`src/rtl/sram_mem_controller_if.sv`:
```
// Pipeline-side bundle between the EXE/MEM stage registers and the SRAM data-memory controller.
// The pipeline is the master; the controller answers with read_data and the ready/freeze flag.
interface sram_mem_controller_if #(
   parameter int DATA_WIDTH = 32
) ();
   logic                  wr_en;
   logic                  rd_en;
   logic [31:0]           address;
   logic [DATA_WIDTH-1:0] write_data;
   logic [DATA_WIDTH-1:0] read_data;
   logic                  ready;

   modport master (
      output wr_en, rd_en, address, write_data,
      input  read_data, ready
   );

   modport slave (
      input  wr_en, rd_en, address, write_data,
      output read_data, ready
   );
endinterface

```
`src/rtl/sram_mem_controller.sv`:
```
// MEM-stage data memory backed by an external 16-bit asynchronous SRAM.
// Each 32-bit access is two half-word SRAM cycles followed by a fixed wait; ready=0 freezes the pipeline.
module sram_mem_controller #(
   parameter int DATA_WIDTH  = 32,
   parameter int SRAM_ADDR_W = 18,
   parameter int BASE_ADDR   = 1024,
   parameter int WAIT_CYCLES = 5
) (
   input  logic                    clk,
   input  logic                    rst,
   sram_mem_controller_if.slave    bus,
   output logic [SRAM_ADDR_W-1:0]  sram_addr,
   input  logic [15:0]             sram_dq_in,
   output logic [15:0]             sram_dq_out,
   output logic                    sram_dq_oe,
   output logic                    sram_we_n,
   output logic                    sram_oe_n
);

   localparam int WORD_W = SRAM_ADDR_W - 1;
   localparam int CNT_W  = $clog2(WAIT_CYCLES + 1);
   localparam logic [CNT_W-1:0] WAIT_LOAD = (WAIT_CYCLES > 2) ? CNT_W'(WAIT_CYCLES - 3) : '0;
   localparam logic [31:0] BASE = 32'(BASE_ADDR);

   typedef enum logic [2:0] {IDLE, LOW, HIGH, WAIT, DONE} state_t;

   state_t                  state;
   state_t                  next_state;
   logic                    op_write;
   logic [WORD_W-1:0]       word;
   logic [DATA_WIDTH-1:0]   wdata;
   logic [CNT_W-1:0]        wait_cnt;
   logic [DATA_WIDTH-1:0]   read_data;
   logic                    ready;

   logic                    request;
   logic [31:0]             byte_off;
   logic                    unused_off_bits;
   logic                    cur_write;
   logic [WORD_W-1:0]       cur_word;
   logic [DATA_WIDTH-1:0]   cur_wdata;

   logic [SRAM_ADDR_W-1:0]  addr_d;
   logic [15:0]             dq_out_d;
   logic                    dq_oe_d;
   logic                    we_n_d;
   logic                    oe_n_d;

   assign request         = bus.rd_en | bus.wr_en;
   assign byte_off        = bus.address - BASE;
   assign unused_off_bits = ^{byte_off[31:SRAM_ADDR_W+1], byte_off[1:0]};
   assign bus.read_data   = read_data;
   assign bus.ready       = ready;

   // In IDLE the request is still on the bus, so the first half is set up from the live inputs.
   always_comb begin
      cur_write = op_write;
      cur_word  = word;
      cur_wdata = wdata;
      if (state == IDLE) begin
         cur_write = bus.wr_en;
         cur_word  = byte_off[SRAM_ADDR_W:2];
         cur_wdata = bus.write_data;
      end
   end

   always_ff @(posedge clk) begin
      if (!rst) begin
         state <= IDLE;
      end else begin
         state <= next_state;
      end
   end

   always_comb begin
      next_state = state;
      ready      = 1'b0;
      case (state)
         IDLE: begin
            ready = ~request;
            if (request) begin
               next_state = LOW;
            end
         end
         LOW:     next_state = HIGH;
         HIGH:    next_state = (WAIT_CYCLES > 2) ? WAIT : DONE;
         WAIT: begin
            if (wait_cnt == '0) begin
               next_state = DONE;
            end
         end
         DONE: begin
            ready      = 1'b1;
            next_state = IDLE;
         end
         default: next_state = IDLE;
      endcase
   end

   // SRAM pins are registered against next_state so each value holds for the whole state cycle.
   always_comb begin
      addr_d   = sram_addr;
      dq_out_d = sram_dq_out;
      dq_oe_d  = 1'b0;
      we_n_d   = 1'b1;
      oe_n_d   = 1'b1;
      case (next_state)
         LOW, HIGH: begin
            addr_d = {cur_word, (next_state == HIGH)};
            if (cur_write) begin
               dq_out_d = (next_state == HIGH) ? cur_wdata[DATA_WIDTH-1:16] : cur_wdata[15:0];
               dq_oe_d  = 1'b1;
               we_n_d   = 1'b0;
            end else begin
               oe_n_d = 1'b0;
            end
         end
         default: ;
      endcase
   end

   always_ff @(posedge clk) begin
      if (!rst) begin
         op_write    <= 1'b0;
         word        <= '0;
         wdata       <= '0;
         wait_cnt    <= '0;
         read_data   <= '0;
         sram_addr   <= '0;
         sram_dq_out <= '0;
         sram_dq_oe  <= 1'b0;
         sram_we_n   <= 1'b1;
         sram_oe_n   <= 1'b1;
      end else begin
         sram_addr   <= addr_d;
         sram_dq_out <= dq_out_d;
         sram_dq_oe  <= dq_oe_d;
         sram_we_n   <= we_n_d;
         sram_oe_n   <= oe_n_d;
         if (state == IDLE && request) begin
            op_write <= bus.wr_en;
            word     <= cur_word;
            wdata    <= bus.write_data;
         end
         if (state == HIGH) begin
            wait_cnt <= WAIT_LOAD;
         end else if (state == WAIT && wait_cnt != '0) begin
            wait_cnt <= wait_cnt - CNT_W'(1);
         end
         if (state == LOW && !op_write) begin
            read_data[15:0] <= sram_dq_in;
         end
         if (state == HIGH && !op_write) begin
            read_data[DATA_WIDTH-1:16] <= sram_dq_in;
         end
      end
   end

endmodule

```
`src/flat_wrapper.sv`:
```
// flat-port wrapper written by rule: the top's interface ports become plain ports
module sram_mem_controller_flat 
#(
   parameter int DATA_WIDTH  = 32,
   parameter int SRAM_ADDR_W = 18,
   parameter int BASE_ADDR   = 1024,
   parameter int WAIT_CYCLES = 5
)
  (clk, rst, sram_addr, sram_dq_in, sram_dq_out, sram_dq_oe, sram_we_n, sram_oe_n, bus_wr_en, bus_rd_en, bus_address, bus_write_data, bus_read_data, bus_ready);
  sram_mem_controller_if #(.DATA_WIDTH(DATA_WIDTH)) bus_i ();
  input  logic clk;
  input  logic rst;
  output logic [SRAM_ADDR_W-1:0] sram_addr;
  input  logic [15:0] sram_dq_in;
  output logic [15:0] sram_dq_out;
  output logic sram_dq_oe;
  output logic sram_we_n;
  output logic sram_oe_n;
  input wire logic [$bits(bus_i.wr_en)-1:0] bus_wr_en;
  input wire logic [$bits(bus_i.rd_en)-1:0] bus_rd_en;
  input wire logic [$bits(bus_i.address)-1:0] bus_address;
  input wire logic [$bits(bus_i.write_data)-1:0] bus_write_data;
  output wire logic [$bits(bus_i.read_data)-1:0] bus_read_data;
  output wire logic [$bits(bus_i.ready)-1:0] bus_ready;
  assign bus_i.wr_en = bus_wr_en;
  assign bus_i.rd_en = bus_rd_en;
  assign bus_i.address = bus_address;
  assign bus_i.write_data = bus_write_data;
  assign bus_read_data = bus_i.read_data;
  assign bus_ready = bus_i.ready;
  sram_mem_controller #(.DATA_WIDTH(DATA_WIDTH), .SRAM_ADDR_W(SRAM_ADDR_W), .BASE_ADDR(BASE_ADDR), .WAIT_CYCLES(WAIT_CYCLES)) u_core (.clk(clk), .rst(rst), .bus(bus_i), .sram_addr(sram_addr), .sram_dq_in(sram_dq_in), .sram_dq_out(sram_dq_out), .sram_dq_oe(sram_dq_oe), .sram_we_n(sram_we_n), .sram_oe_n(sram_oe_n));
endmodule
```
`config.mk`:
```
export PLATFORM = sky130hd
export DESIGN_NAME = sram_mem_controller_flat
export DESIGN_NICKNAME = d
export VERILOG_FILES = /design/src/rtl/sram_mem_controller_if.sv /design/src/rtl/sram_mem_controller.sv /design/src/flat_wrapper.sv
export SDC_FILE = /design/constraint.sdc
export NUM_CORES = 1
export LEC_CHECK = 0
export CORE_MARGIN = 4
export CORE_UTILIZATION = 44
export CTS_BUF_LIST = sky130_fd_sc_hd__clkbuf_16
export DETAILED_ROUTE_END_ITERATION = 8
export GPL_ROUTABILITY_DRIVEN = 0
export HOLD_SLACK_MARGIN = 0.15
export PLACE_DENSITY_LB_ADDON = 0.08
export SYNTH_ARGS = -nofsm -noshare
export SYNTH_HDL_FRONTEND = slang
export SYNTH_SLANG_ARGS = --single-unit
```
`constraint.sdc`:
```
create_clock -name clk -period 2 [get_ports clk]
set_input_delay 0.2 -clock clk [delete_from_list [all_inputs] [get_ports clk]]
set_output_delay 0.2 -clock clk [all_outputs]
set_load 0.005 [all_outputs]
```
* Yosys cells after proc, flatten, opt, wreduce, memory -nomap -nowiden
Index checks and enable logic that the tools add are counted.
W data, S select, Z words.
** Operators by class
- Add/subtract/negate cells :: 2
- Eq/ne operators :: 6
- Mux-type cells :: 12
- Bitwise gates (word level) :: 3
- Reductions and logical operators :: 13
** Operator list (count)
- $mux W32 :: 1
- $sub A19 B11 Y19 const B :: 1
- $mux W17 :: 1
- $mux W16 :: 1
- $pmux W3 S4 :: 1
- $eq A3 B2 Y1 const B :: 3
- $eq A3 B1 Y1 const B :: 2
- $logic_not A3 Y1 :: 2
- $mux W3 :: 2
- $logic_and A1 B1 Y1 :: 4
- $mux W2 :: 2
- $reduce_and A2 Y1 :: 2
- $reduce_or A2 Y1 :: 2
- $eq A3 B3 Y1 const B :: 1
- $mux W1 :: 3
- $reduce_bool A3 Y1 :: 1
- $sub A3 B1 Y3 const B :: 1
- $not A1 Y1 :: 2
- $pmux W1 S2 :: 1
- $reduce_bool A2 Y1 :: 1
- $logic_not A1 Y1 :: 1
- $or A1 B1 Y1 :: 1
** Storage, ports and cells
- Register bits :: 125
- Input bits :: 84
- Output and inout port bits :: 70
- Word-level logic and storage cells :: 49

* Longest topological paths before layout
Gate-level depths: netlist (run 1).
- Depth after elaboration :: 6
- Gate-level depth with buffers :: 7
- Gate-level depth less buffers :: 7

* Worst setup path before layout (run 1)
Ideal clock, no wire load.
- Path type :: input to register
- Start :: in bus_address[10]
- End :: reg u_core.word[14]
- Setup time :: 0.130 ns
- Data arrival time :: 1.400 ns
- Required time :: 1.870 ns
- Path slack :: 0.471 ns
- Cell stages on the path :: 6
- Path buffers :: 0
- Path through :: inv_1 > ha_1 > or3b_2 > o31a_1 > o21ai_0 > o31ai_1
** Between the ends
- Cells in the longest elaborated chain, start to end :: 2
** Ends and longest elaborated chain
- from (decl) :: line flat_wrapper.sv:21 : input wire logic [$bits(bus_i.address)-1:0] bus_address;
- $sub A19 B11 Y19 :: line sram_mem_controller.sv:50 : assign byte_off = bus.address - BASE;
- $mux W17 :: line sram_mem_controller.sv:60 : if (state == IDLE) begin
- to (signal assigned) :: line sram_mem_controller.sv:142 : word <= cur_word;
- to (decl) :: line sram_mem_controller.sv:30 : logic [WORD_W-1:0] word;
Every way passes these cells.
A chain may end at the register's enable or synchronous reset.

* Worst setup path in the final report (run 1)
- Start :: in bus_wr_en
- End :: out bus_ready
** Between the ends
- Cells in the longest elaborated chain, start to end :: 3
** Ends and longest elaborated chain
- from (decl) :: line flat_wrapper.sv:19 : input wire logic [$bits(bus_i.wr_en)-1:0] bus_wr_en;
- $or A1 B1 Y1 :: line sram_mem_controller.sv:49 : assign request = bus.rd_en | bus.wr_en;
- $not A1 Y1 :: line sram_mem_controller.sv:80 : ready = ~request;
- $pmux W1 S2 :: line sram_mem_controller.sv:78 : case (state)
- to (decl) :: line flat_wrapper.sv:24 : output wire logic [$bits(bus_i.ready)-1:0] bus_ready;
Every way passes these cells.

==> key figures, run 1 <==
Routing
  • Final ANT Viol Nets: 0
  • DRC: 0
  • Post-detailed-route wirelength per cell: 14.1 um
  • DRT iter0 DRCs: 176
  • Pre-antenna DRT Iters: 4
  • WL final: roughly 11,000 um
  • Via density: approximately 5.0
  • DR vias: 4,021

Yosys
  • YS warnings: 0
  • Post-Syn Nets: 608
  • Post-synthesis register bit count: 109
  • Seq/Total Area, Yosys: between 50% and 60%
  • Synth unique cells: 45
  • Number of synthesized flops with an enable pin: 0
  • Top cells by area, synth: dfxtp_1 50%, nand2_1 13%, a21oi_1 8.5%, mux2i_1 3.9%, a211oi_1 3.5%
  • Ys async rst share: 0%
  • Leading area contributor after synthesis: dfxtp_1
  • Syn Area/Cell: ~8.3 sq um
  • Cell count after synthesis: 521
  • Primary FF master, synth: dfxtp_1
  • Netlist Area Pre-Place: 0.00434 sq mm
  • Post-synth top area share: 50.2%

STA
  • Tightest Pin Transition: 0.591 ns
  • Final Setup Violations: 0
  • Peak Freq: 0.556 GHz
  • Final min period: around 1.8 ns
  • Crit share post-route: 89.9%
  • Final Max Tran Viols: 0
  • Slew margin rel.: 60.6%
  • Layout Skew: 0.0104 ns
  • Final worst slack: 0.203 ns
  • RSZ-0062 raised after global routing: false
  • Fin. Hold Viols: 0

Place
  • Pre-CTS WS: -0.0597 ns
  • Cell Area, Placed: 0.00595 sq mm
  • Detail Placement HPWL: 8100 um
  • Dpl cells: 781
  • PortBufs: around 140

Setup path
  • Worst setup path category: in -> out
  • Most common cell on crit path: clkdlybuf4s50_1
  • Worst Reg2Reg Path Length in Cells: 5
  • R2R Path End: u_core.sram_addr[8]
  • Arrival time at the worst endpoint: about 1.6 ns
  • CP endpoint kind: output port
  • RR Startpoint: u_core.state[1]
  • CP max stage delay: 0.52 ns
  • Critical path fanouts, max: 6
  • Worst path cell trace: clkdlybuf4s50_1 -> nor2_1 -> o21a_1 -> clkdlybuf4s50_1
  • Reg2reg setup slack: 0.32 ns
  • WP data required: 1.80 ns
  • Slowest cell on crit path: clkdlybuf4s50_1
  • Crit path launch: bus_wr_en
  • Critical path launch point type: primary input

Clock network
  • Clk root buf: clkbuf_16
  • Hold_buf cts: 0
  • Clk sink count: between 100 and 150
  • Max Root-Sink Buffers: 2
  • H-tree Lvls: 3
  • Inserted Clock Buffers: 9
  • Skew-Pair Late Insertion Delay: 0.34 ns
  • Clock transition at path regs: 0.08 ns
  • TritonCTS clock tree: yes

Pwr
  • PwrDens: 994 mW/mm^2
  • Leak: around 2.3 nW
  • Max VDD drop: 0.000538 V

Cells and area
  • Area grow syn2layout: 44.6%
  • Finished Layout Cells: 797
  • Layout net count: ~750
  • Most common cell after layout, fill and taps aside: nand2_1
  • Antenna Cells: 0
  • Final instance area: 0.00628 sq mm
  • Most frequent cells in the layout: 148 x nand2_1, 138 x clkdlybuf4s50_1, 107 x dfxtp_1
  • Share of layout cells above drive strength 1: 8.89%

Min path
  • Hold Path Class: in -> reg
  • Worst hold path cell count: 3
  • Hold path startpoint: bus_write_data[20]
  • Hold endpoint: u_core.wdata[20]

Floorplan
  • Die height: ~110 um
  • Die width: between 100 and 150 um
  • Row cnt: 36
  • Ports: 154
  • Starting density of the core: about 45%
  • Core footprint: a little under 0.01 sq mm
  • Die area: about 0.012 sq mm

GRT
  • First-pass GRT wire length: between 15,000 and 20,000 um
  • Largest net degree at the start of global routing: 34
  • GRT Total Usage: 19.6%
  • GRT overflow: 0
  • Number of global-route vias before repair: 3,853
  • Initial antenna violation count: 0

Run status
  • Status: finished, final reports clean

Job
  • Max-cap violation count: 0
cell type report:
| cell class | count | area, sq um |
|---|---|---|
| fillers | 862 | 3400 |
| flip-flops and latches | 109 | 2180 |
| multi-input cells | 365 | 1950 |
| repair buffers | 167 | 1620 |
| clock buffers | 9 | 225 |
| well taps | 133 | 166 |
| clock inverters | 7 | 103 |
| inverters | 7 | 26.3 |
flip-flops by register name, indices dropped and copies added (netlist names):
register and flops:
u_core.bus.read_data 32, u_core.op_write 1, u_core.sram_addr 18, u_core.sram_dq_oe 1, u_core.sram_dq_out 16, u_core.sram_oe_n 1
u_core.sram_we_n 1, u_core.state 3, u_core.wait_cnt 3, u_core.wdata 16, u_core.word 17
Yosys cell counts (all sizes together), types with 2 or more instances:
library cell / count
o31ai: 3
inv: 6
nand2: 148
xnor2: 4
dfxtp: 109
mux2i: 17
nor3: 3
o21ai: 7
o31a: 2
nand3: 7
o221ai: 2
or3: 2
a311oi: 8
a21oi: 74
o211ai: 3
ha: 3
nor4bb: 2
nor2: 40
buf: 21
a211oi: 20
nor4: 4
clkbuf: 19
logic make-up after synthesis:
logic type               count (synthesis)  share of synthesized area (%)
buffers and inverters                   47                           4.95
AND/OR/NAND/NOR                        216                           21.6
multiplexers                            17                           3.92
adder cells (fa/ha/maj)                  3                          0.864
XOR/XNOR                                 5                           1.01
flip-flops                             109                           50.2
AO/OA/AOI/OAI                          124                           17.4
worst max-delay path by stage:
stage | to | slack (ns) | depth (start not counted)
final | bus_ready | 0.20 | 4
after global routing | bus_ready | 0.11 | 3
after global placement | u_core.sram_addr[15] | -0.02 | 7
after floorplan | u_core.word[14] | 0.47 | 6
after detailed placement | u_core.word[14] | -0.06 | 7
after CTS | bus_ready | 0.009 | 2
per-stage QoR:
stage                     setup TNS, ns  hold WS, ns  total power [W]  utilization (%)
after floorplan                       0        0.296          0.00353                -
after global placement          -0.0237        0.437          0.00432             61.5
after detailed placement         -0.104        0.448          0.00436             61.5
final                                 0        0.399          0.00625             64.9
after CTS                             0        0.388          0.00631             64.8
after global routing                  0        0.408          0.00660             64.9
report_power, final:
part	internal, W	switching (W)	leakage [nW]	total [W]
registers	0.00247	0.000168	0.897	0.00264
logic	0.000866	0.000806	1.26	0.00167
clock network	0.00112	0.000819	0.163	0.00194
total	0.00445	0.00179	2.32	0.00625
critical path: cells and delay by family:
family / cells / cell delay, ns
AO/OA/AOI/OAI: 1 / 0.16
AND/OR/NAND/NOR: 1 / 0.21
buffers and inverters: 2 / 1.03
layer usage:
layer | vias to the layer above | share of wire, % | global-route usage [%]
li1 | 2049 | - | -
met2 | 122 | 48 | 32.0
met4 | 0 | 1.3 | 6.31
met3 | 13 | 5.2 | 4.08
met5 | - | 0 | 0
met1 | 1837 | 46 | 26.0
timing repair:
action,CTS,global route
buffers inserted,0,0
endpoints found under the hold margin,0,0
setup endpoints to repair,0,1
resized for setup,0,2
Power figures use the tool's default switching activity.
==> run 2: changes to the inputs <==
--- a/config.mk
+++ b/config.mk
@@ -6,7 +6,7 @@
 export NUM_CORES = 1
 export LEC_CHECK = 0
 export CORE_MARGIN = 4
-export CORE_UTILIZATION = 44
+export CORE_UTILIZATION = 40
 export CTS_BUF_LIST = sky130_fd_sc_hd__clkbuf_16
 export DETAILED_ROUTE_END_ITERATION = 8
 export GPL_ROUTABILITY_DRIVEN = 0
==> constraint.sdc (replaced) <==
create_clock -name clk -period 1.4 [get_ports clk]
set_input_delay 0.14 -clock clk [delete_from_list [all_inputs] [get_ports clk]]
set_output_delay 0.14 -clock clk [all_outputs]
set_load 0.005 [all_outputs]
==> run 2 against run 1 <==
The flow now finishes with violations (negative setup slack); wire length rose by 15%; combinational power rose by 110%; via count rose by 6.8%; sequential power rose by 44%; worst hold slack got worse by 0.14 ns; critical path depth rose by 2.
==> key figures, run 2 (synthesized netlist as in run 1, its figures left out) <==
Clock network
  • Clock transition at path regs: 0.07 ns (about the same)
  • Clk root buf: clkbuf_16
  • Inserted Clock Buffers: 9 (unchanged)
  • H-tree Lvls: 3 (unchanged)
  • Skew-Pair Late Insertion Delay: 0.34 ns (about the same)
  • Clk sink count: 109 (unchanged)
  • TritonCTS clock tree: yes
  • Max Root-Sink Buffers: 2 (unchanged)

STA
  • Slew margin rel.: 76.7% (+16 points)
  • Setup TNS: -1.56 ns (-1.56 ns)
  • Layout Skew: 0.00943 ns (-0.000999 ns)
  • Fin. Hold Viols: 0 (unchanged)
  • Final worst slack: -0.0829 ns (-0.285 ns)
  • Peak Freq: 0.674 GHz
  • Final min period: 1.48 ns
  • Tightest Pin Transition: 0.346 ns (-0.245 ns)
  • Crit share post-route: 106%
  • Final Setup Violations: 36 (+36)
  • Final Max Tran Viols: 0 (unchanged)
  • RSZ-0062 raised after global routing: true

Cells and area
  • Finished Layout Cells: 842 (+5.6%)
  • Area occupied by multi-input gates: 0.00242 sq mm (+24%)
  • Most frequent cells in the layout: 130 x clkdlybuf4s50_1, 123 x nand2_1, 102 x dfxtp_1
  • Area grow syn2layout: 67.7%
  • Layout net count: 788 (+5.6%)
  • Filler cell count: 833 (-3.4%)
  • Max FFs per register: 32 (unchanged)
  • FF/Latch Area: 0.00220 sq mm (+0.63%)
  • Largest register by flop count: u_core.bus.read_data
  • Antenna Cells: 0 (unchanged)
  • Final instance area: 0.00729 sq mm (+16%)
  • Largest regs: u_core.bus.read_data (32), u_core.sram_addr (18), u_core.word (17)
  • Most common cell after layout, fill and taps aside: clkdlybuf4s50_1
  • Share of layout cells above drive strength 1: 27.2% (+18 points)

GRT
  • Number of global-route vias before repair: 3,966 (+2.9%)
  • First-pass GRT wire length: 19,300 um (+5.1%)
  • Initial antenna violation count: 0 (unchanged)
  • GRT Total Usage: 18.5% (-1.1 points)
  • Largest net degree at the start of global routing: 48 (+41%)
  • GRT overflow: 0 (unchanged)

Pwr
  • Comb pwr share: 36.0% (+9.2 points)
  • Clock power share: 24.2% (-6.8 points)
  • Sw Pwr: 0.00293 W (+64%)
  • Seq pwr share: 39.8% (-2.4 points)
  • Switching share of power: 30.8% (+2.1 points)
  • PwrDens: 1310 mW/mm^2 (+32%)
  • Leak: 2.82 nW (+22%)
  • Max VDD drop: 0.000733 V (+36%)
  • Internal power: 0.00659 W (+48%)

Setup path
  • WP data required: 1.68 ns (-0.12 ns)
  • CP endpoint kind: flip-flop
  • RR Startpoint: u_core.state[1]
  • Critical path launch point type: flip-flop
  • Crit path launch: u_core.state[1]
  • Critical path fanouts, max: 11 (+5)
  • Arrival time at the worst endpoint: 1.76 ns (+0.16 ns)
  • Worst Reg2Reg Path Length in Cells: 6 (+1)
  • Reg2reg setup slack: -0.08 ns (-0.40 ns)
  • Crit path capture: u_core.word[0]
  • R2R Path End: u_core.word[0]
  • Worst setup path category: reg -> reg

Run status
  • Failing checks: negative setup slack
  • Status: complete, but fails checks

Routing
  • WL final: 12,900 um (+15%)
  • DRC: 0 (unchanged)
  • DR vias: 4,296 (+6.8%)
  • Via density: 5.10 (+1.1%)
  • Post-detailed-route wirelength per cell: 15.3 um (+8.6%)
  • Final ANT Viol Nets: 0 (unchanged)
  • Pre-antenna DRT Iters: 4 (unchanged)
  • DRT iter0 DRCs: 282 (+60%)

Floorplan
  • Ports: 154 (unchanged)
  • Die height: 112 um (+4.5%)
  • Starting density of the core: 41.5% (-3.3 points)
  • Die width: 112 um (+4.5%)
  • Core footprint: 0.0105 sq mm (+8.0%)
  • Row cnt: 37 (+2.8%)
  • Die area: 0.0126 sq mm (+9.2%)

Min path
  • Hold path startpoint: bus_address[10]
  • Hold Path Class: in -> reg

Job
  • Max-cap violation count: 0 (unchanged)

Place
  • Cell Area, Placed: 0.00622 sq mm (+4.5%)
  • Pre-CTS WS: -0.433 ns (-0.373 ns)
  • Dpl cells: 807 (+3.3%)
  • Detail Placement HPWL: 8360 um (+3.3%)
  • PortBufs: 138 (unchanged)
## run 2: cell types whose count changed in the layout (fill, tap and decap cells not counted), moves of 6 or more
cell | previous run | this run
a21oi_1 | 74 | 45
a21oi_2 | 0 | 29
nand2_1 | 148 | 123
nand2_4 | 0 | 19
buf_4 | 27 | 41
buf_6 | 0 | 12
a211oi_1 | 20 | 10
a211oi_2 | 0 | 10
buf_12 | 2 | 12
clkdlybuf4s50_1 | 138 | 130
nor2_1 | 38 | 30
nand2_2 | 0 | 6
## run 2: worst min path at each step
stage                           endpoint  cells past startpoint
detailed placement  u_core.sram_addr[10]                      2
global placement         u_core.word[11]                      2
floorplan                 u_core.word[8]                      1
finish                    u_core.word[8]                      3
CTS                       u_core.word[8]                      3
global route              u_core.word[8]                      3
## run 2: critical path, stage by stage, from the launching register on
cell       delay, ns
dfxtp_4         0.36
or3_4           0.40
nor2_4          0.16
buf_12          0.15
clkbuf_16       0.16
nand2_1         0.07
a21oi_2         0.12
## run 2: cell type report
class,instances,area share (%)
timing repair buffer,209,30.2
inverter,7,0.361
clock buffer,9,3.09
sequential,109,30.2
multi-input combinational,365,33.2
tap,136,2.34
clock inverter,7,0.601
## run 2: per-stage QoR
stage / hold slack, ns / utilization, % / power, W
5_1_grt: 0.282 / 69.6 / 0.0100
2_1_floorplan: 0.236 / - / 0.00504
3_3_place_gp: 0.438 / 59.4 / 0.00639
4_1_cts: 0.259 / 63.5 / 0.00895
3_5_place_dp: 0.445 / 59.4 / 0.00645
6_report: 0.263 / 69.6 / 0.00953
## run 2: power by group through the flow
stage	clock network (W)	logic (W)	registers [W]
after global placement	0	0.00259	0.00381
after global routing	0.00248	0.00371	0.00384
after detailed placement	0	0.00263	0.00382
after floorplan	0	0.00123	0.00381
after CTS	0.00238	0.00281	0.00376
final	0.00231	0.00343	0.00379
## run 2: timing repair
item                                    4_1_cts  5_1_grt
hold endpoints to repair                      0        0
endpoints found under the setup margin       56       95
pin swaps                                     8       57
setup buffers                                 4        9
hold buffers                                  0        0
gates resized for setup                      31      133
gates cloned                                  1        5
## run 2: routing by layer
| metal | vias up | share of wire, % | global-route usage [%] |
|---|---|---|---|
| li1 | 2139 | - | - |
| met1 | 2051 | 45 | 23.4 |
| met2 | 95 | 49 | 31.3 |
| met3 | 11 | 5.0 | 4.85 |
| met4 | 0 | 0.86 | 4.97 |
| met5 | - | 0 | 0 |
==> run 3: changes to the inputs <==
--- a/config.mk
+++ b/config.mk
@@ -5,6 +5,7 @@
 export SDC_FILE = /design/constraint.sdc
 export NUM_CORES = 1
 export LEC_CHECK = 0
+export CORE_ASPECT_RATIO = 0.6
 export CORE_MARGIN = 4
 export CORE_UTILIZATION = 40
 export CTS_BUF_LIST = sky130_fd_sc_hd__clkbuf_16
==> run 3 against run 2 <==
The flow still finishes with violations (negative setup slack); first-iteration DRC count shrank 29%; register-to-register slack barely moved; wire length rose by 9.5%; non-clock buffer count increased by 2; maximum frequency down 0.15%; sequential share of layout area decreased by 0.82 points; global-route usage is 1.2 points higher; combinational power increased by 10%; count of clock-buffer cells in the layout unchanged; worst setup slack worse by 0.0023 ns; clock skew decreased by 0.00081 ns.
==> key figures, run 3 (synthesized netlist as in run 1, its figures left out) <==
Run status
  • Status: complete, but fails checks
  • Failing checks: negative setup slack

STA
  • RSZ-0062 raised after global routing: true
  • Final Max Tran Viols: 0 (unchanged)
  • Tightest Pin Transition: 0.474 ns (+0.129 ns)
  • Final worst slack: -0.0852 ns (-0.00230 ns)
  • Slew margin rel.: 68.1% (-8.7 points)
  • Fin. Hold Viols: 0 (unchanged)
  • Peak Freq: 0.673 GHz (-0.15%)
  • Crit share post-route: 106% (+0.16 points)
  • WHS: 0.277 ns (+0.0142 ns)
  • Final min period: 1.49 ns (+0.00230 ns)
  • Layout Skew: 0.00862 ns (-0.000805 ns)
  • Final Setup Violations: 50 (+39%)

Clock network
  • Inserted Clock Buffers: 9 (unchanged)
  • Clk root buf: clkbuf_16
  • Hold_buf cts: 0 (unchanged)
  • Skew-Pair Late Insertion Delay: 0.34 ns (about the same)
  • Clock transition at path regs: 0.07 ns (about the same)
  • H-tree Lvls: 3 (unchanged)
  • Max Root-Sink Buffers: 2 (unchanged)
  • TritonCTS clock tree: yes
  • Clk sink count: 109 (unchanged)

Floorplan
  • Row cnt: 29 (-22%)
  • Die width: 143 um (+27%)
  • Die area: 0.0126 sq mm (+0.43%)
  • Die height: 88.7 um (-21%)
  • Ports: 154 (unchanged)
  • Core footprint: 0.0106 sq mm (+1.3%)
  • Starting density of the core: 41.0% (-0.52 points)

GRT
  • Initial antenna violation count: 0 (unchanged)
  • First-pass GRT wire length: 20,200 um (+4.3%)
  • GRT Total Usage: 19.8% (+1.2 points)
  • Largest net degree at the start of global routing: 37 (-23%)
  • GRT overflow: 0 (unchanged)
  • Number of global-route vias before repair: 4,101 (+3.4%)

Setup path
  • Worst Reg2Reg Path Length in Cells: 6 (unchanged)
  • Crit path launch: u_core.state[0]
  • WP data required: 1.63 ns (-0.05 ns)
  • Worst path cell trace: or3_4 -> nor2_4 -> buf_4 -> buf_4 -> buf_16 -> a211oi_1
  • Reg2reg setup slack: -0.09 ns (about the same)
  • RR Startpoint: u_core.state[0]
  • CP endpoint kind: flip-flop
  • Critical path launch point type: flip-flop
  • CP max stage delay: 0.40 ns (about the same)
  • Most common cell on crit path: buf_4
  • R2R Path End: u_core.word[9]
  • Critical path fanouts, max: 5 (-6)
  • Arrival time at the worst endpoint: 1.71 ns (-0.05 ns)
  • Slowest cell on crit path: or3_4
  • Worst setup path category: reg -> reg
  • Crit path capture: u_core.word[9]

Routing
  • WL final: 14,100 um (+9.5%)
  • Post-detailed-route wirelength per cell: 16.7 um (+8.9%)
  • DRT iter0 DRCs: 200 (-29%)
  • DRC: 0 (unchanged)
  • DR vias: 4,365 (+1.6%)
  • Final ANT Viol Nets: 0 (unchanged)
  • Via density: 5.16 (+1.1%)
  • Pre-antenna DRT Iters: 5 (+1)

Pwr
  • Design Power: 0.00991 W (+4.0%)
  • Max VDD drop: 0.000724 V (-1.3%)
  • Sw Pwr: 0.00317 W (+8.0%)
  • Seq pwr share: 38.4% (-1.4 points)
  • Switching share of power: 32.0% (+1.2 points)
  • Comb pwr share: 38.1% (+2.1 points)
  • PwrDens: 1320 mW/mm^2 (+0.71%)
  • Leak: 2.89 nW (+2.2%)
  • Internal power: 0.00674 W (+2.2%)
  • Clock power share: 23.5% (-0.7 points)

Place
  • Detail Placement HPWL: 8750 um (+4.6%)
  • Dpl cells: 810 (+0.37%)
  • PortBufs: 138 (unchanged)
  • Pre-CTS WS: -0.553 ns (-0.120 ns)

Cells and area
  • Share of layout cells above drive strength 1: 32.2% (+5.1 points)
  • Most frequent cells in the layout: 128 x clkdlybuf4s50_1, 115 x nand2_1, 96 x dfxtp_1
  • Most common cell after layout, fill and taps aside: clkdlybuf4s50_1
  • Finished Layout Cells: 846 (+0.48%)
  • Filler cell count: 803 (-3.6%)
  • Layout net count: 790 (+0.25%)
  • Largest register by flop count: u_core.bus.read_data
  • Antenna Cells: 0 (unchanged)
  • Area occupied by multi-input gates: 0.00259 sq mm (+7.0%)
  • Max FFs per register: 32 (unchanged)
  • Area grow syn2layout: 73.2%
  • Largest regs: u_core.bus.read_data (32), u_core.sram_addr (18), u_core.word (17)
  • FF/Latch Area: 0.00221 sq mm (+0.46%)

Min path
  • Hold Path Class: in -> reg

Job
  • Max-cap violation count: 0 (unchanged)
## run 3: cell count changes in the layout (fill, tap and decap cells not counted), moves of 4 or more
| cell | before | now |
|---|---|---|
| a211oi_1 | 10 | 1 |
| a211oi_2 | 10 | 19 |
| nand2_1 | 123 | 115 |
| nor2_1 | 30 | 22 |
| dfxtp_1 | 102 | 96 |
| dfxtp_2 | 4 | 9 |
| nor2_4 | 4 | 9 |
| nand2_2 | 6 | 10 |
| nand2_4 | 19 | 23 |
| o21ai_2 | 6 | 2 |
## run 3: worst min path at each step
stage                           to  cells past startpoint           startpoint
3_5_place_dp      u_core.wdata[21]                      2     u_core.wdata[21]
5_1_grt             u_core.word[8]                      3      bus_address[10]
6_report            u_core.word[8]                      3      bus_address[10]
2_1_floorplan       u_core.word[8]                      1      bus_address[10]
4_1_cts             u_core.word[8]                      3      bus_address[10]
3_3_place_gp   u_core.sram_addr[9]                      2  u_core.sram_addr[9]
## run 3: per-stage QoR
stage	setup TNS, ns	util [%]	instance area [sq um]
4_1_cts	-0.0966	62.7	6650
5_1_grt	-5.90	71.0	7520
2_1_floorplan	0	-	4350
3_5_place_dp	-14.59	58.6	6210
3_3_place_gp	-12.25	58.6	6210
6_report	-2.07	71.0	7520
## run 3: critical path, delay by kind of cell, from the launching register on
family                 cells  cell delay [ns]
AO/OA/AOI/OAI              1             0.07
flip-flops                 1             0.36
AND/OR/NAND/NOR            2             0.55
buffers and inverters      3             0.39
## run 3: power by group through the flow
stage	sequential (W)	clock [W]	combinational, W
4_1_cts	0.00376	0.00238	0.00286
3_3_place_gp	0.00382	0	0.00260
3_5_place_dp	0.00383	0	0.00264
6_report	0.00380	0.00233	0.00378
2_1_floorplan	0.00381	0	0.00123
5_1_grt	0.00385	0.00252	0.00404
## run 3: metal layers
metal	vias up	global-route usage (%)	share of wire (%)
met1	2079	27.1	47
li1	2141	-	-
met2	131	31.3	45
met4	0	3.71	1.1
met3	14	5.99	7.6
met5	-	0	0
## run 3: layout make-up
type                       instances  area share (%)
multi-input combinational        365            34.4
timing repair buffer             211            30.0
sequential                       109            29.4
clock buffer                       9            2.99
tap                              139            2.31
clock inverter                     6           0.516
inverter                           7           0.349
## run 3: what timing repair did
| item | 4_1_cts | 5_1_grt |
|---|---|---|
| gates resized for setup | 31 | 174 |
| buffers inserted | 6 | 5 |
| setup endpoints to repair | 80 | 110 |
| pin swaps | 10 | 68 |
| gates cloned | 2 | 8 |
